===== src/rtl/bcd2_seg7_scan_pkg.sv =====
// ---------------------------------------------------------------------------
// seg7_pkg
// Shared types and constants for the two-digit BCD 7-segment scanner.
//   state_t   : scan FSM states, in display order
//   SEG_*     : active-low segment patterns {g,f,e,d,c,b,a}
//   AN_*      : active-low anode patterns, an[0]=units, an[1]=tens
// ---------------------------------------------------------------------------
package seg7_pkg;

   typedef enum logic [1:0] {
      SHOW_LO = 2'd0,
      GAP_LO  = 2'd1,
      SHOW_HI = 2'd2,
      GAP_HI  = 2'd3
   } state_t;

   localparam logic [6:0] SEG_BLANK = 7'h7F;
   localparam logic [6:0] SEG_E     = 7'b0000110;

   localparam logic [1:0] AN_OFF = 2'b11;
   localparam logic [1:0] AN_LO  = 2'b10;
   localparam logic [1:0] AN_HI  = 2'b01;

endpackage


===== src/rtl/bcd_to_seg7.sv =====
// ---------------------------------------------------------------------------
// bcd_to_seg7
// Purely combinational BCD nibble to active-low 7-segment decoder.
// Any nibble above 9 decodes to the "E" glyph.
//   digit : 4-bit BCD input
//   seg   : 7-bit active-low segments {g,f,e,d,c,b,a}
// ---------------------------------------------------------------------------
module bcd_to_seg7
   import seg7_pkg::*;
(
   input  logic [3:0] digit,
   output logic [6:0] seg
);

   // Lookup of the digit glyphs; everything outside 0..9 shows "E".
   always_comb begin
      seg = SEG_E;
      case (digit)
         4'd0:    seg = 7'b1000000;
         4'd1:    seg = 7'b1111001;
         4'd2:    seg = 7'b0100100;
         4'd3:    seg = 7'b0110000;
         4'd4:    seg = 7'b0011001;
         4'd5:    seg = 7'b0010010;
         4'd6:    seg = 7'b0000010;
         4'd7:    seg = 7'b1111000;
         4'd8:    seg = 7'b0000000;
         4'd9:    seg = 7'b0010000;
         default: seg = SEG_E;
      endcase
   end

endmodule


===== src/rtl/bcd2_seg7_scan.sv =====
// ---------------------------------------------------------------------------
// bcd2_seg7_scan
// Captures a packed two-digit BCD value and drives a two-digit common-anode
// 7-segment display by time multiplexing, with an all-off gap between digit
// slots to suppress ghosting. A non-BCD value shows "EE".
//   clk    : system clock, rising edge
//   rst    : synchronous reset, active-high
//   load   : capture strobe for bcd_in
//   bcd_in : packed BCD, [7:4] tens, [3:0] units
//   seg    : active-low segments {g,f,e,d,c,b,a}, registered
//   an     : active-low anodes, an[0]=units, an[1]=tens, registered
//   err    : high while the held value contains a nibble above 9, registered
// Optional build macro SEG7_LEADING_ZERO_BLANK_EN blanks a zero tens digit.
// ---------------------------------------------------------------------------
module bcd2_seg7_scan
   import seg7_pkg::*;
#(
   parameter int REFRESH_DIV = 50000,
   parameter int GAP_CYCLES  = 8
)(
   input  logic       clk,
   input  logic       rst,
   input  logic       load,
   input  logic [7:0] bcd_in,
   output logic [6:0] seg,
   output logic [1:0] an,
   output logic       err
);

   localparam int CW = $clog2(REFRESH_DIV);

   state_t          state;
   state_t          next_state;
   logic [CW-1:0]   cnt;
   logic [CW-1:0]   limit_m1;
   logic            slot_end;
   logic [7:0]      held;
   logic [3:0]      digit;
   logic [6:0]      dec_seg;
   logic [6:0]      seg_next;
   logic [1:0]      an_next;

   // Slot length depends on whether a digit is lit or the gap is active;
   // the gap is always shorter, so the shared counter never overflows.
   always_comb begin
      limit_m1 = CW'(GAP_CYCLES - 1);
      if (state == SHOW_LO || state == SHOW_HI) begin
         limit_m1 = CW'(REFRESH_DIV - 1);
      end
      slot_end = (cnt == limit_m1);
   end

   // Scan order advances at the end of each slot.
   always_comb begin
      next_state = state;
      if (slot_end) begin
         case (state)
            SHOW_LO: next_state = GAP_LO;
            GAP_LO:  next_state = SHOW_HI;
            SHOW_HI: next_state = GAP_HI;
            default: next_state = SHOW_LO;
         endcase
      end
   end

   // Outputs are decoded from the next state so anode, segments and state
   // all change on the same edge; the gap states guarantee that the two
   // anodes are never driven low together.
   assign digit = (next_state == SHOW_HI) ? held[7:4] : held[3:0];

   bcd_to_seg7 u_dec (
      .digit (digit),
      .seg   (dec_seg)
   );

   always_comb begin
      an_next  = AN_OFF;
      seg_next = SEG_BLANK;
      case (next_state)
         SHOW_LO: begin
            an_next  = AN_LO;
            seg_next = err ? SEG_E : dec_seg;
         end
         SHOW_HI: begin
            an_next  = AN_HI;
            seg_next = err ? SEG_E : dec_seg;
`ifdef SEG7_LEADING_ZERO_BLANK_EN
            if (!err && held[7:4] == 4'd0) begin
               seg_next = SEG_BLANK;
            end
`endif
         end
         default: begin
            an_next  = AN_OFF;
            seg_next = SEG_BLANK;
         end
      endcase
   end

   // Capture, scan timing and registered outputs. A load only changes the
   // held value; it never restarts the scan, so a new value shows up one
   // edge later within whatever slot is current.
   always_ff @(posedge clk) begin
      if (rst) begin
         state <= SHOW_LO;
         cnt   <= '0;
         held  <= 8'h00;
         err   <= 1'b0;
         seg   <= SEG_BLANK;
         an    <= AN_OFF;
      end else begin
         state <= next_state;
         cnt   <= slot_end ? '0 : cnt + CW'(1);
         seg   <= seg_next;
         an    <= an_next;
         if (load) begin
            held <= bcd_in;
            err  <= (bcd_in[7:4] > 4'd9) || (bcd_in[3:0] > 4'd9);
         end
      end
   end

endmodule


===== config.mk =====
export PLATFORM = sky130hd
export DESIGN_NAME = bcd2_seg7_scan
export DESIGN_NICKNAME = d
export VERILOG_FILES = /design/src/rtl/bcd2_seg7_scan_pkg.sv /design/src/rtl/bcd_to_seg7.sv /design/src/rtl/bcd2_seg7_scan.sv
export SDC_FILE = /design/constraint.sdc
export NUM_CORES = 1
export LEC_CHECK = 0
export CAP_MARGIN = 20
export CORE_ASPECT_RATIO = 0.5
export CORE_MARGIN = 2
export CORE_UTILIZATION = 25
export CTS_BUF_LIST = sky130_fd_sc_hd__clkbuf_4 sky130_fd_sc_hd__clkbuf_8 sky130_fd_sc_hd__clkbuf_16
export CTS_CLUSTER_SIZE = 8
export DETAILED_ROUTE_END_ITERATION = 10
export PLACE_DENSITY_LB_ADDON = 0.12
export SLEW_MARGIN = 20
export SYNTH_ARGS = -nofsm -noshare
export SYNTH_HDL_FRONTEND = slang
export SYNTH_SLANG_ARGS = --single-unit

===== constraint.sdc =====
create_clock -name clk -period 3.1 [get_ports clk]
set_clock_uncertainty 0.1 [all_clocks]
set_input_delay 0.93 -clock clk [delete_from_list [all_inputs] [get_ports clk]]
set_output_delay 0.93 -clock clk [all_outputs]
set_load 0.005 [all_outputs]

* After elaboration in Yosys (flattened, before gate mapping) *
Memory sizes are Yosys's and may differ from the RTL's.
Index checks and enable logic that the tools add are counted.

operators by class
  add/subtract/negate cells = 1
  magnitude comparators = 2
  equality and inequality tests = 4
  muxes and demuxes = 6
  bitwise operators = 1
  reductions and logical operators = 8

operators with widths
  operator                                                               number
  16-bit by 1-bit adder with 16-bit output, second input constant        1
  16-bit equality test                                                   1
  16-bit two-way mux                                                     1
  4-bit greater-than comparator, second input constant                   2
  7-bit two-way mux                                                      1
  2-bit one-hot mux with 3 select lines                                  1
  2-bit OR reduction                                                     3
  2-bit equality test, second input constant                             2
  2-bit logical NOT                                                      2
  4-bit two-way mux                                                      1
  2-bit one-hot mux with 2 select lines                                  1
  3-bit OR reduction                                                     1
  2-bit by 1-bit equality test with 1-bit output, second input constant  1
  1-bit logical OR                                                       2
  2-bit two-way mux                                                      1
  1-bit inverter                                                         1

storage, ports and cells
  register bits after elaboration = 36
  memory bits (read-only) = 112
  memories kept = 1

memories
  memory           depth  width  read ports  clocked after Yosys merged registers in  wr ports  line               text
  (no name shown)  16     7      1           0                                        0         bcd_to_seg7.sv:18  case (digit)

* Longest topological paths before layout *
Gate-level depths: netlist of run 1.

  depth in word-level cells = 9
  depth in mapped cells = 12

* Cells and area by module *
A second synthesis of run 1 with hierarchy kept.

second synthesis, totals
  cells, all modules = 184
  area total of the unflattened synthesis = 1689.1 sq um

by module, submodules not included
  module          instances  cells an instance  area each (sq um)  sequential area each (sq um)
  bcd2_seg7_scan  1          157                1502.7             720.7
  bcd_to_seg7     1          27                 186.4              0.0

* Worst setup path after synthesis of run 1 *
No wires, ideal clock.

  path kind = register -> register
  from = register cnt[0]
  to = register seg[1]
  library setup time = 0.079 ns
  arrival = 2.557 ns
  required time = 2.921 ns
  path slack = 0.364 ns
  stages on the path, launching flop included = 12
  path buffers = 0
  clock period less this slack = 2.736 ns
  path through = dfxtp_1 ha_1 and4bb_2 o2111a_1 o21ai_2 a21oi_4 mux2_2 inv_1 ha_1 o21ai_0 and3_2 o211ai_1

on the way
  longest elaborated chain between the ends = 6
  elaborated cells between the ends (all ways) = 9
  classes of those cells = eq/ne (2); mux (2); bitwise (1); reduce/logical (3); memory (1)

ends and longest elaborated chain
  item                                                       line                   text
  from (decl)                                                bcd2_seg7_scan.sv:34   logic [CW-1:0] cnt;
  from (signal assigned)                                     bcd2_seg7_scan.sv:113  cnt <= slot_end ? '0 : cnt + CW'(1);
  16-bit equality test *                                     bcd2_seg7_scan.sv:50   slot_end = (cnt == limit_m1);
  2-bit two-way mux *                                        bcd2_seg7_scan.sv:56   if (slot_end) begin
  branches (longest 4 deep; another with memory 16 x 7 bit)  -
  to (signal assigned)                                       bcd2_seg7_scan.sv:114  seg <= seg_next;
  to (decl)                                                  bcd2_seg7_scan.sv:25   output logic [6:0] seg,

Every way passes the cells marked *.
A chain may end at the register's enable or synchronous reset.

* Worst setup path after layout of run 1 *
Ends and elaborated chain as after synthesis.

==> results of run 1 <==
## kinds of logic (layout without fill, tap and decap cells)
| family | after synthesis | in the layout | share of synthesized area |
|---|---|---|---|
| mux | 18 | 18 | 0.100 |
| compound gates | 28 | 28 | 0.113 |
| simple gates | 91 | 91 | 0.260 |
| fa+ha+maj | 6 | 6 | 0.0403 |
| buf+inv | 16 | 39 | 0.0390 |
| xor+xnor | 13 | 13 | 0.0611 |
| flops | 36 | 36 | 0.387 |
## cell usage in the layout (no fill, tap or decap), types with 3 or more instances in the layout
cell type,instances
a21oi_1,4
inv_1,7
mux2i_1,13
nand4_1,3
nor3_1,8
nand2_1,9
clkdlybuf4s50_1,20
xnor2_1,3
ha_1,6
buf_4,5
nor2_1,40
dfxtp_1,36
and3_1,3
o21ai_0,8
and3_2,3
and4_1,3
nand3_1,5
nor3b_1,3
and3b_1,3
mux2_2,5
xor2_1,10
clkbuf_16,5
## synthesized netlist by cell type (4+ instances only)
cell type	count	area, sq um
xor2_1	10	87.6
nand3_1	5	25.0
clkbuf_1	5	18.8
o21ai_0	8	40.0
dfxtp_1	36	721
inv_1	7	26.3
nor2_1	40	150
nand2_1	9	33.8
a21oi_1	4	20.0
ha_1	6	75.1
mux2i_1	13	130
mux2_2	5	56.3
nor3_1	8	40.0
## through the flow
step	utilization	area (sq um)	hold slack (ns)	cells	power, mW
after detailed placement	0.299	2170	0.404	320	0.628
final	0.318	2310	0.412	327	1.10
after floorplan	-	1860	0.361	208	0.572
after global routing	0.318	2310	0.445	327	1.16
after CTS	0.318	2310	0.412	327	1.12
after global placement	0.299	2170	0.380	320	0.628
## final cells by class
type / instances / area (sq um)
clock inverter: 1 / 5.00
inverter: 7 / 26.3
tap: 96 / 120
timing repair buffer: 25 / 238
sequential: 36 / 721
multi-input combinational: 156 / 1070
clock buffer: 6 / 133
fill: 777 / 4950
## per-layer routing
metal	vias up	wire length, um	GRT usage	share of wire
met1	710	2090	0.137	0.50
met4	0	60	0.0412	0.014
met5	-	0	0	0
met3	8	103	0.0330	0.025
met2	12	1900	0.180	0.46
li1	765	-	-	-
## registers in the layout, summed over array words and instances, names as in the netlist
register  flops
cnt          16
held          8
seg           7
an            2
state         2
err           1
## worst min-delay path, stage by stage, from the launching register on
cell     delay [ns]
dfxtp_1        0.33
o21ai_0        0.08
a21oi_1        0.06
## power breakdown
part	total, mW	switching (mW)	internal (mW)
combinational	0.109	0.0458	0.0629
sequential	0.507	0.0240	0.483
clock	0.487	0.187	0.301
## final timing paths
path                 from       to  slack (ns)  cells after the start
setup reg to reg   cnt[0]   seg[1]        0.39                     11
setup / recovery   cnt[0]   seg[1]        0.39                     11
hold reg to reg   cnt[10]  cnt[10]        0.41                      2
hold / removal    cnt[10]  cnt[10]        0.41                      2
==> impl_results.md, run 1 <==
* CP Class: reg2reg
* Area of the mapped netlist at 0.00186 sq mm
* Initial antenna violation count at 0
* P per Cell Area at 477 mW/mm^2
* DR vias/cell at 4.57
* Cts repair resizes at 0
* Drt total wl at 4.15 mm
* Layout cells sized above 1 at 0.134
* Crit-path leading delay family: compound AO/OA/AOI/OAI gates
* Clk slew on worst S/H paths at 0.05 ns
* Final hold violations at 0
* Die Area at 0.00820 sq mm
* Max FO, Critical Path at 7
* Global-route usage over all layers at 0.110
* MaxCap Viol Count at 0
* DRT Pass-1 Iters at 4
* Fin crit share at 0.873
* Detailed-route via count at 1495
* Clk root buf: clkbuf_16
* Delay of the slowest critical-path stage at 0.42 ns
* Max Buffers Root-to-Sink at 2
* Syn nets at 225
* Antenna Cells at 0
* Layout Nets at 248
* Final setup margin at 0.393 ns
* First-pass GRT wire length at 7.07 mm
* Initial Util at 0.256
* Number of setup buffers added after CTS at 0
* Fin crit period at 2.71 ns
* # setup viols final at 0
* CP arrival at 2.81 ns
* Yosys warns at 0
* CTS tree: done
* Lkg Pwr at 0.938 nW
* EDFF count, synth at 0
* Post-detail-place hpwl at 3.02 mm
* Initial drt markers at 62
* Worst skew pair latency at 0.28 ns
* Syn Inst Count at 208
* Wirelength per Cell at 12.7 um
* Slew Limit Headroom at 0.624
* Fmax at 0.369 GHz
* Die height at 65.0 um
* Core ar. at 0.00727 sq mm
* Synth Register Bits at 36
* Worst Path Buf+Inv at 1
* Register area share after synthesis at 0.387
* Number of I/O pins at 21
* Slew @ Worst Pin at 0.563 ns
* Post-synth cell types at 45
* Layout area overhead at 24.1%
* Crit-path most repeated cell: ha_1
* Die Wd at 126 um
* Largest net degree at the start of global routing at 17
* Setup TNS at 0 ns
* RSZ-0062 raised after global routing: false
* Buffers added on ports at 20
* Critical path endpoint category: flop
* CP cell instances: ha_1 > and4bb_2 > o2111a_1 > o21ai_2 > a21oi_4 > mux2_2 > inv_1 > ha_1 > o21ai_0 > and3_2 > o211ai_1
* Pre-CTS setup slack at 0.372 ns
* Num CTS Buffers at 5
* Row Count at 22
* Fin. max-slew vios at 0
* Crit start category: flop
* Avg Inst Size Synth at 8.96 sq um
* Post-synth ARST share at 0
* GRT overflow at 0
* Ys flop type: dfxtp_1
* Slowest stage cell, crit path: dfxtp_1
* Gpl congestion at 0.773
* Max VDD drop at 0.173 mV
* Critical Path RT at 3.20 ns
* Routed Antenna Nets at 0
* H-tree Lvls at 2
* Vias in the first global route at 1455
* Status: finished, final reports clean
* DRC viols at 0
* CTS Hold Buffers Added at 0
* Worst Hold Class: reg2reg
* CTS sink count at 36
(Power assumes the default switching activity.)
==> inputs of run 2 (changes only) <==
REMOVE_ABC_BUFFERS = 1   (was not set)
==> impl_results.md, run 2 (synthesis results as in run 1) <==
* End of the critical path: seg[1]
* CTS tree: done
* Routed Antenna Nets at 0
* Post-detail-place hpwl at 3.00 mm
* P per Cell Area at 510 mW/mm^2
* First-pass GRT wire length at 7.11 mm
* Clk slew on worst S/H paths at 0.06 ns
* Initial drt markers at 62
* Initial Util at 0.256
* Global-route usage over all layers at 0.108
* Fin crit share at 0.883
* Fmax at 0.365 GHz
* Crit start category: flop
* Num CTS Buffers at 5
* Final hold violations at 0
* Max FO, Critical Path at 7
* CP Class: reg2reg
* Die Wd at 126 um
* Pre-CTS setup slack at 0.357 ns
* Worst Reg-to-Reg Cells at 11
* Most frequent cells in the layout: nor2_1, dfxtp_1, clkdlybuf4s50_1
* Die height at 65.0 um
* DRT Pass-1 Iters at 4
* Fin. max-slew vios at 0
* Biggest register: cnt
* R2r endpoint: seg[1]
* Die Area at 0.00820 sq mm
* Status: finished, final reports clean
* Layout area overhead at 25.7%
* Critical Path RT at 3.21 ns
* Layout Nets at 248
* Largest net degree at the start of global routing at 17
* Wirelength per Cell at 12.6 um
* Vias in the first global route at 1467
* Antenna Cells at 0
* Max Buffers Root-to-Sink at 2
* Gpl congestion at 0.798
* Layout cells sized above 1 at 0.138
* Biggest regs: cnt x16, held x8, seg x7
* Post-Layout Cell Count at 328
* Worst Hold Class: reg2reg
* RSZ-0062 raised after global routing: false
* Final Instance Area at 0.00234 sq mm
* Initial antenna violation count at 0
* Reg area at 721 sq um
* Fillers at 787
* Fin crit period at 2.74 ns
* Worst reg2reg startpoint: cnt[0]
* DRC viols at 0
* Final setup margin at 0.361 ns
* Lkg Pwr at 0.948 nW
* CP cell instances: ha_1 > and4bb_2 > o2111a_1 > o21ai_2 > a21oi_4 > mux2_2 > inv_1 > ha_1 > o21ai_0 > and3_2 > o211ai_1
* Slowest stage cell, crit path: dfxtp_1
* Crit-path most repeated cell: ha_1
* Placed Area at 0.00217 sq mm
* Cts repair resizes at 0
* Slew @ Worst Pin at 0.559 ns
* Max VDD drop at 0.194 mV
* # setup viols final at 0
* DR vias/cell at 4.50
* Max FFs per register at 16
* Number of I/O pins at 21
* Placed instance count at 320
* Fin util at 0.322
* Clk root buf: clkbuf_16
* Setup TNS at 0 ns
* GRT overflow at 0
* H-tree Lvls at 2
* Buffers added on ports at 20
* Row Count at 22
* Number of setup buffers added after CTS at 0
* CTS sink count at 36
* MaxCap Viol Count at 0
* CP arrival at 2.84 ns
* Core ar. at 0.00727 sq mm
* Slew Limit Headroom at 0.626
* Crit path from: cnt[0]
* CTS Hold Buffers Added at 0
* Worst skew pair latency at 0.28 ns
* Area of the multi-input gates at 0.00107 sq mm
* Critical path endpoint category: flop
* Detailed-route via count at 1476
* Delay of the slowest critical-path stage at 0.43 ns
* Worst R2R Setup Slack at 0.36 ns
* Most common cell after layout, fill and taps aside: nor2_1
* Drt total wl at 4.15 mm
-- run 2: final cells by class --
cell class | count | area share
clock buffers | 5 | 0.0534
clock inverters | 3 | 0.0182
inverters | 7 | 0.0112
multi-input cells | 156 | 0.457
flip-flops and latches | 36 | 0.308
well taps | 96 | 0.0513
repair buffers | 25 | 0.101
-- run 2: per-stage QoR --
step                      hold WS [ns]  power [mW]
after floorplan                  0.361       0.565
final                            0.409        1.19
after CTS                        0.414        1.21
after detailed placement         0.399       0.628
after global routing             0.437        1.25
after global placement           0.385       0.628
-- run 2: power breakdown --
group	internal [mW]	total, mW	leakage, nW	switching (mW)
Clock	0.378	0.578	0.0798	0.201
Combinational	0.0627	0.108	0.572	0.0449
Sequential	0.483	0.508	0.295	0.0246
-- run 2: critical path: cells and delay by family (launching register included) --
kind                     cells  cell delay (ns)
buffers and inverters        1             0.08
adder cells (fa/ha/maj)      2             0.44
multiplexers                 1             0.37
AO/OA/AOI/OAI                5             0.78
AND/OR/NAND/NOR              2             0.46
flip-flops                   1             0.43
-- run 2: routing by layer --
metal / GRT usage / wire length, um
met2: 0.182 / 1900
met4: 0.0371 / 37
met1: 0.134 / 2080
met5: 0 / 0
met3: 0.0314 / 128
-- run 2: worst min path at each step --
stage | startpoint | end | slack [ns] | cells after the start
6_report | cnt[0] | cnt[0] | 0.41 | 1
5_1_grt | cnt[0] | cnt[0] | 0.44 | 1
4_1_cts | cnt[0] | cnt[0] | 0.41 | 1
3_5_place_dp | cnt[0] | cnt[0] | 0.40 | 1
3_3_place_gp | cnt[0] | cnt[0] | 0.39 | 1
2_1_floorplan | cnt[0] | cnt[0] | 0.36 | 1
